===== src/rtl/mc_ctrl.sv =====
// mc_ctrl: multi-cycle MIPS-subset control unit.
// The instruction register holds op/funct for the whole instruction. Because of
// that, every output is a purely combinational decode of the current state, op,
// funct and zero. Only one instruction is in flight at a time.
//
// Ports:
//   clk        rising-edge clock
//   reset      asynchronous active-high; state returns to FETCH at once
//   op, funct  IR[31:26], IR[5:0]
//   zero       ALU result == 0, used by beq in EXE
//   PCWr, IRWr, RegWr, MemWr   write enables
//   ALUOp      000 add, 001 sub, 010 and, 011 or, 100 srl, 101 sra
//   ALUSrcA    0 rs, 1 rt
//   ALUSrcB    00 rt, 01 extended imm, 10 shamt
//   EXTOp      00 zero-ext, 01 sign-ext, 10 imm<<16
//   RegDst     00 rt, 01 rd, 10 $31
//   WDSel      00 ALU, 01 memory, 10 PC
//   NPCOp      00 PC+4, 01 branch, 10 j/jal, 11 jr
//   state      FETCH 0, DECODE 1, EXE 2, MEM 3, WB 4
//   illegal    one-cycle pulse in DECODE for an unsupported encoding
module mc_ctrl (
  input  logic       clk,
  input  logic       reset,
  input  logic [5:0] op,
  input  logic [5:0] funct,
  input  logic       zero,
  output logic       PCWr,
  output logic       IRWr,
  output logic       RegWr,
  output logic       MemWr,
  output logic [2:0] ALUOp,
  output logic       ALUSrcA,
  output logic [1:0] ALUSrcB,
  output logic [1:0] EXTOp,
  output logic [1:0] RegDst,
  output logic [1:0] WDSel,
  output logic [1:0] NPCOp,
  output logic [2:0] state,
  output logic       illegal
);

  typedef enum logic [2:0] {
    S_FETCH  = 3'd0,
    S_DECODE = 3'd1,
    S_EXE    = 3'd2,
    S_MEM    = 3'd3,
    S_WB     = 3'd4
  } state_t;

  localparam logic [5:0] OP_R   = 6'b000000;
  localparam logic [5:0] OP_ORI = 6'b001101;
  localparam logic [5:0] OP_LUI = 6'b001111;
  localparam logic [5:0] OP_LW  = 6'b100011;
  localparam logic [5:0] OP_SW  = 6'b101011;
  localparam logic [5:0] OP_BEQ = 6'b000100;
  localparam logic [5:0] OP_J   = 6'b000010;
  localparam logic [5:0] OP_JAL = 6'b000011;

  localparam logic [5:0] FN_ADDU = 6'b100001;
  localparam logic [5:0] FN_SUBU = 6'b100011;
  localparam logic [5:0] FN_AND  = 6'b100100;
  localparam logic [5:0] FN_OR   = 6'b100101;
  localparam logic [5:0] FN_SRL  = 6'b000010;
  localparam logic [5:0] FN_SRA  = 6'b000011;
  localparam logic [5:0] FN_JR   = 6'b001000;

  state_t state_q, state_d;

  // Instruction decode
  logic is_r, i_addu, i_subu, i_and, i_or, i_srl, i_sra, i_jr;
  logic i_ori, i_lui, i_lw, i_sw, i_beq, i_j, i_jal;
  logic r_alu, legal;

  always_comb begin
    is_r   = (op == OP_R);
    i_addu = is_r && (funct == FN_ADDU);
    i_subu = is_r && (funct == FN_SUBU);
    i_and  = is_r && (funct == FN_AND);
    i_or   = is_r && (funct == FN_OR);
    i_srl  = is_r && (funct == FN_SRL);
    i_sra  = is_r && (funct == FN_SRA);
    i_jr   = is_r && (funct == FN_JR);
    i_ori  = (op == OP_ORI);
    i_lui  = (op == OP_LUI);
    i_lw   = (op == OP_LW);
    i_sw   = (op == OP_SW);
    i_beq  = (op == OP_BEQ);
    i_j    = (op == OP_J);
    i_jal  = (op == OP_JAL);
    r_alu  = i_addu | i_subu | i_and | i_or | i_srl | i_sra;
    legal  = r_alu | i_jr | i_ori | i_lui | i_lw | i_sw | i_beq | i_j | i_jal;
  end

  // Datapath operand/ALU selection. This depends only on the held instruction,
  // so it is driven unchanged through EXE, MEM and WB.
  logic [2:0] alu_op_c;
  logic       src_a_c;
  logic [1:0] src_b_c, ext_c;

  always_comb begin
    alu_op_c = 3'b000;
    src_a_c  = 1'b0;
    src_b_c  = 2'b00;
    ext_c    = 2'b00;
    if (i_subu || i_beq) alu_op_c = 3'b001;
    if (i_and)           alu_op_c = 3'b010;
    if (i_or || i_ori)   alu_op_c = 3'b011;
    if (i_srl)           alu_op_c = 3'b100;
    if (i_sra)           alu_op_c = 3'b101;
    if (i_srl || i_sra) begin
      src_a_c = 1'b1;
      src_b_c = 2'b10;
    end
    if (i_ori || i_lui || i_lw || i_sw) src_b_c = 2'b01;
    if (i_lw || i_sw || i_beq)          ext_c   = 2'b01;
    if (i_lui)                          ext_c   = 2'b10;
  end

  always_ff @(posedge clk or posedge reset) begin
    if (reset) state_q <= S_FETCH;
    else       state_q <= state_d;
  end

  logic pc_wr_c, ir_wr_c, reg_wr_c, mem_wr_c, ill_c;

  always_comb begin
    state_d  = S_FETCH;
    pc_wr_c  = 1'b0;
    ir_wr_c  = 1'b0;
    reg_wr_c = 1'b0;
    mem_wr_c = 1'b0;
    ill_c    = 1'b0;
    ALUOp    = '0;
    ALUSrcA  = 1'b0;
    ALUSrcB  = '0;
    EXTOp    = '0;
    RegDst   = '0;
    WDSel    = '0;
    NPCOp    = '0;
    case (state_q)
      S_FETCH: begin
        pc_wr_c = 1'b1;
        ir_wr_c = 1'b1;
        state_d = S_DECODE;
      end
      S_DECODE: begin
        if (i_j) begin
          pc_wr_c = 1'b1;
          NPCOp   = 2'b10;
        end else if (i_jal) begin
          pc_wr_c  = 1'b1;
          NPCOp    = 2'b10;
          reg_wr_c = 1'b1;
          RegDst   = 2'b10;
          WDSel    = 2'b10;
        end else if (i_jr) begin
          pc_wr_c = 1'b1;
          NPCOp   = 2'b11;
        end else if (!legal) begin
          ill_c = 1'b1;
        end else begin
          state_d = S_EXE;
        end
      end
      S_EXE: begin
        ALUOp   = alu_op_c;
        ALUSrcA = src_a_c;
        ALUSrcB = src_b_c;
        EXTOp   = ext_c;
        if (i_beq) begin
          pc_wr_c = zero;
          NPCOp   = 2'b01;
        end else if (i_lw || i_sw) begin
          state_d = S_MEM;
        end else if (r_alu || i_ori || i_lui) begin
          state_d = S_WB;
        end
      end
      S_MEM: begin
        ALUOp    = alu_op_c;
        ALUSrcA  = src_a_c;
        ALUSrcB  = src_b_c;
        EXTOp    = ext_c;
        mem_wr_c = i_sw;
        if (i_lw) state_d = S_WB;
      end
      S_WB: begin
        ALUOp    = alu_op_c;
        ALUSrcA  = src_a_c;
        ALUSrcB  = src_b_c;
        EXTOp    = ext_c;
        reg_wr_c = 1'b1;
        if (r_alu)     RegDst = 2'b01;
        else if (i_lw) WDSel  = 2'b01;
      end
      default: state_d = S_FETCH;
    endcase
  end

  // The register alone would leave FETCH's PCWr/IRWr high while reset is held.
  // The enables are therefore gated directly with reset.
  assign PCWr    = pc_wr_c  & ~reset;
  assign IRWr    = ir_wr_c  & ~reset;
  assign RegWr   = reg_wr_c & ~reset;
  assign MemWr   = mem_wr_c & ~reset;
  assign illegal = ill_c    & ~reset;
  assign state   = state_q;

endmodule


===== config.mk =====
export PLATFORM = sky130hd
export DESIGN_NAME = mc_ctrl
export DESIGN_NICKNAME = d
export VERILOG_FILES = /design/src/rtl/mc_ctrl.sv
export SDC_FILE = /design/constraint.sdc
export NUM_CORES = 1
export LEC_CHECK = 0
export BUFFER_PORTS_ARGS = -buffer_cell sky130_fd_sc_hd__buf_2
export CORE_UTILIZATION = 37
export CTS_CLUSTER_SIZE = 12
export DETAILED_ROUTE_END_ITERATION = 12
export PLACE_DENSITY = 0.74
export SYNTH_ARGS = -nofsm -noshare
export SYNTH_HDL_FRONTEND = slang
export SYNTH_SLANG_ARGS = --single-unit

===== constraint.sdc =====
create_clock -name clk -period 1.65 [get_ports clk]
set_input_delay 0.2475 -clock clk [delete_from_list [all_inputs] [get_ports clk]]
set_output_delay 0.2475 -clock clk [all_outputs]
set_load 0.03 [all_outputs]

---- Yosys cells after proc, flatten, opt, wreduce, memory -nomap -nowiden ----
Index checks and enable logic that the tools add are counted.
W data, S select, Z words.
storage, ports and cells
  bits in registers ....................... 3
  latch bits .............................. 0
  RAM bits ................................ 0
  bits in read-only memories .............. 0
  input bits .............................. 15
  output and inout port bits .............. 22
  word-level logic and storage cells ...... 108
  memories kept ........................... 0
operators by class
  add/subtract/negate cells ............... 0
  $mul .................................... 0
  divide/modulo/power cells ............... 0
  order comparisons ....................... 0
  equal/unequal tests ..................... 18
  shift operators ......................... 0
  multiplexer cells ....................... 50
  bitwise gates (word level) .............. 19
  reductions and logical operators ........ 20
operator list
  operator              number
  $eq A6 B6 Y1 const B  6
  $mux W2               14
  $mux W3               9
  $eq A6 B2 Y1 const B  4
  $mux W1               21
  $eq A6 B4 Y1 const B  3
  $or A1 B1 Y1          13
  $pmux W2 S2           3
  $pmux W3 S4           1
  $logic_or A1 B1 Y1    10
  $logic_and A1 B1 Y1   7
  $eq A3 B2 Y1 const B  2
  $eq A6 B3 Y1 const B  1
  $logic_not A6 Y1      1
  $and A1 B1 Y1         5
  $eq A3 B1 Y1 const B  1
  $eq A3 B3 Y1 const B  1
  $logic_not A3 Y1      1
  $pmux W1 S3           1
  $reduce_or A3 Y1      1
  $pmux W1 S2           1
  $not A1 Y1            1

---- Depth between registers and ports, before layout ----
Gate-level depths: netlist (run 1).
  depth after elaboration ................. 21
  mapped depth ............................ 6
  mapped depth without buffers ............ 5

---- Least setup slack after synthesis (run 1) ----
No wires, ideal clock.
  path type ............................... reg-to-output
  start point ............................. register state_q[2] (netlist: state[2])
  end point ............................... output ALUOp[2]
  arrival ................................. 2,776 ps
  data required time ...................... 1,402 ps
  setup slack ............................. -1,374 ps
  stages on the path, launching flop included .. 7
  path buffers ............................ 3
  path through ............................ dfrtp_1 -> clkbuf_2 -> or3b_1 -> nor2b_1 -> clkbuf_1 -> nor4_1 -> buf_4
on the way
  longest elaborated chain between the ends .. 3
  elaborated cells on any way between the ends .. 5
  those cells by class .................... eq/ne: 3; mux: 1; reduce/logical: 1
ends and longest elaborated chain
  element                                       RTL line  text
  start, declared                               67        state_t state_q, state_d;
  start signal, assigned                        121       else state_q <= state_d;
  $eq A3 B3 Y1 or $eq A3 B2 Y1 (tied branches)  140       case (state_q)
  $reduce_or A3 Y1 (no line) *                  --
  $mux W3 *                                     140
  end, declared                                 31        output logic [2:0] ALUOp,
Mark *: on every way between the ends. The rest lies on a longest branch, timed or not.

---- Worst setup path after layout (run 1) ----
  start point ............................. input funct[0]
  end point ............................... output PCWr
on the way
  longest elaborated chain between the ends .. 7
ends and longest elaborated chain
  element              RTL line  text
  start, declared      25        input logic [5:0] funct,
  $eq A6 B4 Y1         82        i_jr = is_r && (funct == FN_JR);
  $logic_and A1 B1 Y1  82
  $mux W1              156       end else if (i_jr) begin
  $mux W1              150       end else if (i_jal) begin
  $mux W1              147       if (i_j) begin
  $pmux W1 S3          140
  $and A1 B1 Y1        202       assign PCWr = pc_wr_c & ~reset;
  end, declared        27        output logic PCWr,
Every way passes these cells.

==> impl_metrics.py, run 1 <==
metrics = {
    "run_status": {
        "status": "complete, but fails checks",
        "failing_checks": "setup timing",
    },
    "global_routing": {
        "grt_max_degree": 17,
        "antenna_found_initial": 0,
        "grt_first_pass_wirelength_um": 3580,
        "grt-ovfl-total": 0,
        "gr-usage-all-layers_pct": 25.9,
        "grt_pass1_vias": 850,
    },
    "power": {
        "power.sequential.fraction_pct": 13.7,
        "share_clk_of_total_power_pct": 19.7,
        "cellInternalPower_uw": 369,
        "max-vdd-ir-drop_mv": 0.301,
        "sw_frac_of_total_pct": 50.0,
        "cellLeakagePower_nw": 0.572,
        "p_total_uw": 738,
        "p_per_area_mw_per_mm2": 602,
        "power.net_switching_uw": 369,
        "share_comb_of_total_power_pct": 66.5,
    },
    "detailed_routing": {
        "drcViolationCount": 0,
        "routed_via_density": 6.20,
        "vias": 943,
        "first_iter_violations": 44,
        "avgRoutedWirePerCell_um": 18.2,
        "drt_pass1_iterations": 4,
        "route.antenna.remaining_nets": 0,
        "routed_wirelength_um": 2770,
    },
    "layout": {
        "number_of_flip_flops_under_the_largest_register_name": 3,
        "antenna_cells_inserted": 0,
        "drive_above_1_share_pct": 72.3,
        "finalNetCount": 153,
        "area_growth_pct": 110,
        "final_core_util_pct": 88.8,
    },
    "synthesis": {
        "synthDominantAreaCellType": "dfrtp_1",
        "synth_area_per_cell_um2": 6.97,
        "yosys_warnings": 0,
        "yosysTopAreaCellShare_pct": 12.8,
        "portion_of_the_post_synthesis_area_used_by_sequential_elements_pct": 12.8,
        "syn-instance-count": 84,
        "synth.cell_area_um2": 586,
        "post_synth_num_cell_types": 41,
        "ys_seq_elements": 3,
        "synth_top_cells_by_area": "dfrtp_1 (13%), nor2_1 (8.3%), nor3_1 (6.0%), buf_4 (3.8%), buf_6 (3.8%)",
        "synth_fp_nets": 99,
    },
    "timing": {
        "minimum_clock_period_after_layout_ps": 1910,
        "report.final.setup_viol": 18,
        "max-slew-margin-rel_pct": 72.0,
        "maxSlewViolCount": 0,
        "worstMarginPinSlew_ps": 417,
        "layout_worst_path_cycle_share_pct": 116,
        "rsz0062_at_grt": "yes",
        "worst_clock_skew_ps": 4.74,
        "report.final.hold_viol_count": 0,
        "final.setup.worst_slack_ps": -261,
        "fmax_mhz": 523,
    },
    "clock_tree": {
        "cts_root_buf": "clkbuf_4",
        "tritoncts_num_sinks": 3,
        "clock_tree_from_tritoncts": "yes",
        "htreeDepth": 1,
        "clockBufferDepth": 2,
        "insertion_delay_ps": 240,
        "numCtsBuffers": 3,
        "clkTransAtPathRegs_ps": 50,
    },
    "worst_setup_path": {
        "type_of_the_worst_setup_path": "in -> out",
        "crit_path_cell_trace": "buf_6 -> or4_4 -> nor4b_4 -> o21ai_2 -> a22oi_2 -> buf_6",
        "cpMostUsedCell": "buf_6",
        "worst_path_largest_cell_delay_ps": 560,
        "crit_end_category": "primary output",
        "worst-endpoint-required_ps": 1400,
        "setup.worst_path.start_class": "input pin",
        "critical-path-slowest-cell": "or4_4",
        "critical_path.max_fanout": 4,
        "crit_arrival_ps": 1660,
    },
    "floorplan": {
        "die_width_um": 41.8,
        "fp-row-count": 13,
        "core_area_mm2": 0.00138,
        "io_pins": 37,
        "die_area_mm2": 0.00175,
        "initial_core_util_pct": 42.4,
        "die_y_um": 41.8,
    },
    "placed_design": {
        "port_buffers": 36,
        "gpl.final_weighted_congestion": 0.835,
        "hpwlAfterDp_um": 1520,
    },
    "flow_run": {
        "max_cap_violations": 0,
    },
    "hold_path": {
        "min-delay-path-class": "in -> reg",
    },
}
## layout make-up
| type | count | area [µm²] |
|---|---|---|
| clock buffer | 4 | 26.3 |
| fill | 65 | 155 |
| inverter | 2 | 7.51 |
| multi-input combinational | 70 | 621 |
| sequential | 3 | 77.6 |
| tap | 15 | 18.8 |
| timing repair buffer | 58 | 477 |
## cell usage in the layout (no fill, tap or decap), types with 2 or more instances in the layout
| master | count |
|---|---|
| nor3_2 | 3 |
| nor2b_4 | 2 |
| nor2_2 | 2 |
| buf_2 | 13 |
| clkbuf_4 | 3 |
| nand4_1 | 3 |
| a21oi_2 | 2 |
| or3_4 | 3 |
| buf_4 | 26 |
| nor3_4 | 2 |
| dfrtp_2 | 2 |
| inv_1 | 2 |
| o21ai_0 | 2 |
| nor3_1 | 2 |
| nand2_1 | 5 |
| nor2_1 | 6 |
| nand3_1 | 3 |
| or2_4 | 2 |
| nor2_4 | 5 |
| buf_6 | 17 |
## synthesized netlist by cell type, drive strengths merged
cell         instances
a211oi               1
a21oi                3
a22oi                1
a41o                 1
and2b                1
and3                 1
buf                  6
clkbuf               2
dfrtp                3
dlygate4sd1          1
inv                  2
mux2                 1
nand2                6
nand2b               1
nand3                4
nand3b               1
nand4                3
nand4b               1
nor2                13
nor2b                2
nor3                 7
nor3b                1
nor4                 2
nor4b                2
o211a                1
o21ai                4
o22a                 1
o22ai                1
o31a                 1
or2                  3
or2b                 1
or3                  3
or3b                 1
or4                  1
xor2                 1
## timing repair
action                     CTS  global route
setup endpoints to repair   18            19
gates resized for setup     47            22
setup buffers                0             3
cloned                       0             0
hold endpoints to repair     3             0
hold buffers                 1             0
pin swaps                   13             8
## routing by layer
layer / track usage (%) / up-vias / wire, µm
met5: 0 / - / 0
met4: 12.9 / 0 / 160
met3: 4.78 / 20 / 222
met2: 46.9 / 74 / 1450
met1: 28.3 / 438 / 936
li1: - / 411 / -
## critical path: cells and delay by family
| kind | cells | cell delay (ps) |
|---|---|---|
| simple gates | 2 | 810 |
| compound gates | 2 | 340 |
| buf+inv | 2 | 250 |
## through the flow
step,hold WS [ps],worst slack [ps],instances,TNS [ps],area (µm²)
final,558,-261,152,-3080,1230
after global routing,588,-302,152,-3840,1230
after CTS,496,-228,150,-2110,1140
after detailed placement,165,-372,145,-3800,932
after global placement,162,-296,145,-3390,932
after floorplan,17.5,-654,84,-5450,681
## power groups by stage
stage	registers (mW)	clock network (mW)	logic [mW]
after floorplan	0.140	0	0.221
final	0.102	0.146	0.491
after global routing	0.103	0.150	0.521
after detailed placement	0.0964	0	0.374
after CTS	0.0961	0.147	0.428
after global placement	0.0959	0	0.367
## cells by family (layout without fill, tap and decap cells)
| kind of cell | after synthesis | in the layout | synth area share, % |
|---|---|---|---|
| xor+xnor | 1 | 1 | 1.50 |
| flops | 3 | 3 | 12.8 |
| compound gates | 14 | 14 | 16.5 |
| simple gates | 54 | 54 | 54.5 |
| buf+inv | 11 | 64 | 12.8 |
| mux | 1 | 1 | 1.92 |
## path summary, 6_finish.rpt
path	from	end	slack, ps	cells past startpoint
min in group asynchronous	reset	state[2]$_DFF_PP0_	590	3
setup / recovery	funct[0]	PCWr	-260	6
max in group asynchronous	reset	state[1]$_DFF_PP0_	890	3
hold / removal	op[3]	state[2]$_DFF_PP0_	560	4
setup reg to reg	state[1]$_DFF_PP0_	state[0]$_DFF_PP0_	470	3
hold reg to reg	state[2]$_DFF_PP0_	state[0]$_DFF_PP0_	660	2
(Power assumes the default switching activity.)
==> run 2, diff against run 1 <==
--- a/config.mk
+++ b/config.mk
@@ -6,10 +6,10 @@
 export NUM_CORES = 1
 export LEC_CHECK = 0
 export BUFFER_PORTS_ARGS = -buffer_cell sky130_fd_sc_hd__buf_2
-export CORE_UTILIZATION = 37
+export CORE_UTILIZATION = 44
 export CTS_CLUSTER_SIZE = 12
 export DETAILED_ROUTE_END_ITERATION = 12
-export PLACE_DENSITY = 0.74
+export PLACE_DENSITY = 0.82
 export SYNTH_ARGS = -nofsm -noshare
 export SYNTH_HDL_FRONTEND = slang
 export SYNTH_SLANG_ARGS = --single-unit
==> constraint.sdc (replaced) <==
create_clock -name clk -period 2.3 [get_ports clk]
set_input_delay 0.345 -clock clk [delete_from_list [all_inputs] [get_ports clk]]
set_output_delay 0.345 -clock clk [all_outputs]
set_load 0.03 [all_outputs]
==> impl_metrics.py, run 2 (synthesis results as in run 1) <==
metrics = {
    "floorplan": {
        "io_pins": 37,
        "die_width_um": 38.5,
        "fp-row-count": 12,
        "initial_core_util_pct": 50.0,
        "die_y_um": 38.5,
        "core_area_mm2": 0.00117,
        "die_area_mm2": 0.00148,
    },
    "power": {
        "power.sequential.fraction_pct": 18.0,
        "share_comb_of_total_power_pct": 57.0,
        "cellLeakagePower_nw": 0.426,
        "share_clk_of_total_power_pct": 25.1,
        "power.net_switching_uw": 192,
        "p_per_area_mw_per_mm2": 488,
        "max-vdd-ir-drop_mv": 0.467,
        "cellInternalPower_uw": 205,
        "sw_frac_of_total_pct": 48.4,
    },
    "placed_design": {
        "dpl-instance-area_um2": 762,
        "hpwlAfterDp_um": 1230,
        "port_buffers": 36,
        "gpl.final_weighted_congestion": 0.878,
    },
    "global_routing": {
        "gr-usage-all-layers_pct": 25.7,
        "antenna_found_initial": 0,
        "grt_max_degree": 17,
        "grt_first_pass_wirelength_um": 2640,
        "grt-ovfl-total": 0,
        "grt_pass1_vias": 639,
    },
    "clock_tree": {
        "numCtsBuffers": 3,
        "insertion_delay_ps": 250,
        "cts_root_buf": "clkbuf_4",
        "clockBufferDepth": 2,
        "clkTransAtPathRegs_ps": 40,
        "tritoncts_num_sinks": 3,
        "post_cts.repair.setup_buffers": 0,
        "clock_tree_from_tritoncts": "yes",
        "htreeDepth": 1,
    },
    "worst_setup_path": {
        "type_of_the_worst_setup_path": "in -> out",
        "crit_arrival_ps": 1870,
        "crit_end_category": "primary output",
        "critical_path.max_fanout": 4,
        "worst-endpoint-required_ps": 1960,
        "setup.worst_path.start_class": "input pin",
    },
    "detailed_routing": {
        "routed_via_density": 5.50,
        "first_iter_violations": 24,
        "drt_pass1_iterations": 4,
        "vias": 731,
        "avgRoutedWirePerCell_um": 12.2,
        "routed_wirelength_um": 1620,
        "drcViolationCount": 0,
        "route.antenna.remaining_nets": 0,
    },
    "hold_path": {
        "min-delay-path-class": "in -> reg",
    },
    "timing": {
        "setup_total_negative_slack_ps": 0,
        "report.final.hold_viol_count": 0,
        "final.hold.worst_slack_ps": 523,
        "maxSlewViolCount": 0,
        "max-slew-margin-rel_pct": 76.6,
        "minimum_clock_period_after_layout_ps": 2220,
        "rsz0062_at_grt": "no",
        "worst_clock_skew_ps": 6.22,
        "fmax_mhz": 451,
        "worstMarginPinSlew_ps": 350,
        "report.final.setup_viol": 0,
        "layout_worst_path_cycle_share_pct": 96.4,
    },
    "layout": {
        "post-route-cell-area_um2": 812,
        "antenna_cells_inserted": 0,
        "layout_commonest_cell": "buf_2",
        "layout_common_cells": "buf_2 (34), nor2_1 (13), nor3_1 (7), nand2_1 (6)",
        "area_growth_pct": 38.7,
        "final.fill_count": 104,
        "drive_above_1_share_pct": 49.6,
        "area_taken_by_multi_input_logic_gates_um2": 465,
        "finalNetCount": 135,
        "final_core_util_pct": 69.3,
        "number_of_flip_flops_under_the_largest_register_name": 3,
        "seqCellArea_um2": 77.6,
    },
    "flow_run": {
        "max_cap_violations": 0,
    },
    "run_status": {
        "status": "complete, no violations",
    },
}
## run 2: cell count changes in the layout (fill, tap and decap cells not counted), sizes merged
| cell | change |
|---|---|
| buf | -19 |
| clkbuf | +1 |
## run 2: path summary, 6_finish.rpt
path                                      end                from  depth (start not counted)  slack (ps)
max                                      PCWr            funct[0]                          6          80
min                        state[0]$_DFF_PP0_               op[4]                          3         520
max reg2reg                state[1]$_DFF_PP0_  state[0]$_DFF_PP0_                          3        1230
max in group asynchronous  state[1]$_DFF_PP0_               reset                          3        1550
min reg2reg                state[0]$_DFF_PP0_  state[2]$_DFF_PP0_                          1         560
min in group asynchronous  state[2]$_DFF_PP0_               reset                          3         570
## run 2: final cells by class
type,count,share of cell area [%]
Tap cell,14,2.16
Clock buffer,4,3.24
Multi-Input combinational cell,70,57.3
Inverter,2,0.924
Sequential cell,3,9.55
Timing Repair Buffer,40,26.8
## run 2: power groups by stage
stage	combinational (mW)	clock (mW)	sequential, mW
CTS	0.221	0.103	0.0713
finish	0.226	0.0994	0.0713
global route	0.247	0.106	0.0723
global placement	0.217	0	0.0717
floorplan	0.134	0	0.101
detailed placement	0.219	0	0.0721
## run 2: critical path: stages
cell and delay (ps):
buf_2 110, or4_1 560, nor4b_2 280, o21ai_1 170, a22oi_1 220, buf_4 190
## run 2: repair_timing
action                                  CTS  global route
endpoints found under the setup margin    1             3
pin swaps                                 0             1
resized for setup                         1             4
hold buffers                              1             0
hold endpoints to repair                  1             0
## run 2: metal layers
layer  global-route usage [%]  share of wire, %  vias up
li1                         -                 -      374
met1                     29.8                43      318
met2                     43.8                49       37
met3                     6.98               7.9        2
met4                     10.3              0.49        0
met5                        0                 0        -
## run 2: per-stage QoR
step / worst slack, ps / total power, mW / std cells
floorplan: -102 / 0.235 / 84
global placement: 18.6 / 0.288 / 128
detailed placement: -22.9 / 0.291 / 128
CTS: 11.0 / 0.395 / 133
global route: 8.68 / 0.425 / 133
finish: 83.5 / 0.397 / 133
==> run 3, diff against run 2 <==
--- a/config.mk
+++ b/config.mk
@@ -6,10 +6,11 @@
 export NUM_CORES = 1
 export LEC_CHECK = 0
 export BUFFER_PORTS_ARGS = -buffer_cell sky130_fd_sc_hd__buf_2
-export CORE_UTILIZATION = 44
+export CORE_UTILIZATION = 25
 export CTS_CLUSTER_SIZE = 12
 export DETAILED_ROUTE_END_ITERATION = 12
-export PLACE_DENSITY = 0.82
+export REMOVE_ABC_BUFFERS = 1
 export SYNTH_ARGS = -nofsm -noshare
 export SYNTH_HDL_FRONTEND = slang
 export SYNTH_SLANG_ARGS = --single-unit
+export TNS_END_PERCENT = 30
==> impl_metrics.py, run 3 (synthesis results as in run 1) <==
metrics = {
    "run_status": {
        "status": "complete, but fails checks",
        "failing_checks": "DRC",
    },
    "global_routing": {
        "grt_pass1_vias": 648,
        "gr-usage-all-layers_pct": 13.1,
        "grt_first_pass_wirelength_um": 2700,
        "grt-ovfl-total": 0,
        "grt_max_degree": 17,
        "antenna_found_initial": 0,
    },
    "flow_run": {
        "max_cap_violations": 0,
    },
    "detailed_routing": {
        "vias": 736,
        "drcViolationCount": 1,
        "routed_via_density": 4.87,
        "drt_pass1_iterations": 8,
        "avgRoutedWirePerCell_um": 10.9,
        "route.antenna.remaining_nets": 0,
        "dr_wl_met3_um": 73,
        "met2_wire_len_um": 812,
        "wirelength_met1_um": 768,
        "top_layer": "met3",
        "first_iter_violations": 14,
        "routed_wirelength_um": 1650,
    },
    "timing": {
        "worst_clock_skew_ps": 1.91,
        "maxSlewViolCount": 0,
        "layout_worst_path_cycle_share_pct": 96.0,
        "max-slew-margin-rel_pct": 67.0,
        "final.setup.worst_slack_ps": 92.9,
        "report.final.hold_viol_count": 0,
        "fmax_mhz": 453,
        "rsz0062_at_grt": "no",
        "report.final.setup_viol": 0,
        "worstMarginPinSlew_ps": 493,
        "setup_total_negative_slack_ps": 0,
        "minimum_clock_period_after_layout_ps": 2210,
    },
    "placed_design": {
        "gpl.final_weighted_congestion": 0.804,
        "port_buffers": 36,
        "hpwlAfterDp_um": 1370,
        "placement_stage_worst_setup_slack_ps": -28.0,
    },
    "power": {
        "share_clk_of_total_power_pct": 22.5,
        "cellLeakagePower_nw": 0.442,
        "max-vdd-ir-drop_mv": 0.404,
        "sw_frac_of_total_pct": 46.9,
        "power.sequential.fraction_pct": 17.8,
        "p_per_area_mw_per_mm2": 463,
        "power.net_switching_uw": 180,
        "cellInternalPower_uw": 205,
        "share_comb_of_total_power_pct": 59.7,
    },
    "worst_setup_path": {
        "reg2reg_slack_ps": 1250,
        "worst-endpoint-required_ps": 1960,
        "critPathCapture": "PCWr",
        "setup.worst_path.start_class": "input pin",
        "regToRegStartpoint": "state[0]$_DFF_PP0_",
        "startpoint_of_the_most_critical_setup_path": "funct[0]",
        "r2r.worst_path.cells": 3,
        "reg2reg_to": "state[1]$_DFF_PP0_",
        "critical_path.max_fanout": 4,
        "type_of_the_worst_setup_path": "in -> out",
        "crit_end_category": "primary output",
        "crit_arrival_ps": 1860,
    },
    "layout": {
        "layout_commonest_cell": "buf_2",
        "antenna_cells_inserted": 0,
        "drive_above_1_share_pct": 48.8,
        "layout_common_cells": "buf_2 (36), nor2_1 (13), buf_4 (8), nor3_1 (7), nand2_1 (6)",
        "seqCellArea_um2": 75.1,
        "area_taken_by_multi_input_logic_gates_um2": 448,
        "finalNetCount": 139,
        "area_growth_pct": 42.1,
        "final_core_util_pct": 37.6,
        "final.fill_count": 250,
        "number_of_flip_flops_under_the_largest_register_name": 3,
    },
    "hold_path": {
        "min-delay-path-class": "in -> async",
    },
    "floorplan": {
        "die_y_um": 50.4,
        "core_area_mm2": 0.00221,
        "io_pins": 37,
        "fp-row-count": 17,
        "die_width_um": 50.4,
        "die_area_mm2": 0.00254,
        "initial_core_util_pct": 26.5,
    },
    "clock_tree": {
        "insertion_delay_ps": 220,
        "numCtsBuffers": 3,
        "clock_tree_from_tritoncts": "yes",
        "clkTransAtPathRegs_ps": 30,
        "htreeDepth": 1,
        "cts_root_buf": "clkbuf_4",
        "tritoncts_num_sinks": 3,
        "clockBufferDepth": 2,
    },
}
==> run 3: power groups by stage <==
stage	logic, mW	clock network (mW)	registers [mW]
finish	0.230	0.0868	0.0686
detailed placement	0.229	0	0.0694
CTS	0.231	0.0900	0.0691
global placement	0.226	0	0.0688
global route	0.253	0.0930	0.0704
floorplan	0.0920	0	0.117
==> run 3: how the worst min path moves through the flow <==
| stage | start | end |
|---|---|---|
| global placement | reset | state[1]$_DFF_PP0_ |
| finish | reset | state[1]$_DFF_PP0_ |
| detailed placement | reset | state[1]$_DFF_PP0_ |
| global route | reset | state[1]$_DFF_PP0_ |
| CTS | reset | state[1]$_DFF_PP0_ |
| floorplan | reset | state[0]$_DFF_PP0_ |
==> run 3: critical path, stage by stage <==
cell and delay, ps:
buf_2 110, or4_1 560, nor4b_2 280, o21ai_1 150, a22oi_1 200, buf_2 220
==> run 3: cell type report <==
class / count / share of cell area (%)
multi-input cells: 70 / 53.8
repair buffers: 44 / 28.9
flip-flops and latches: 3 / 9.02
well taps: 28 / 4.21
clock buffers: 4 / 3.16
inverters: 2 / 0.902
==> run 3: timing repair <==
item / 4_1_cts / 5_1_grt
setup buffers: 0 / 0
pin swaps: 0 / 0
gates resized for setup: 1 / 2
setup endpoints to repair: 1 / 2
hold buffers: 0 / 0
==> run 3: metal layers <==
layer / up-vias / track usage, %
li1: 380 / -
met1: 341 / 17.6
met2: 15 / 22.9
met3: 0 / 0.606
met4: 0 / 2.78
met5: - / 0
==> run 3: per-stage QoR <==
step | hold WS (ps) | power, mW | instances | area (µm²)
after floorplan | 115 | 0.209 | 75 | 518
after global placement | 263 | 0.295 | 147 | 793
after detailed placement | 266 | 0.299 | 147 | 793
after CTS | 27.9 | 0.390 | 151 | 820
after global routing | 41.0 | 0.416 | 151 | 832
final | 28.9 | 0.385 | 151 | 832
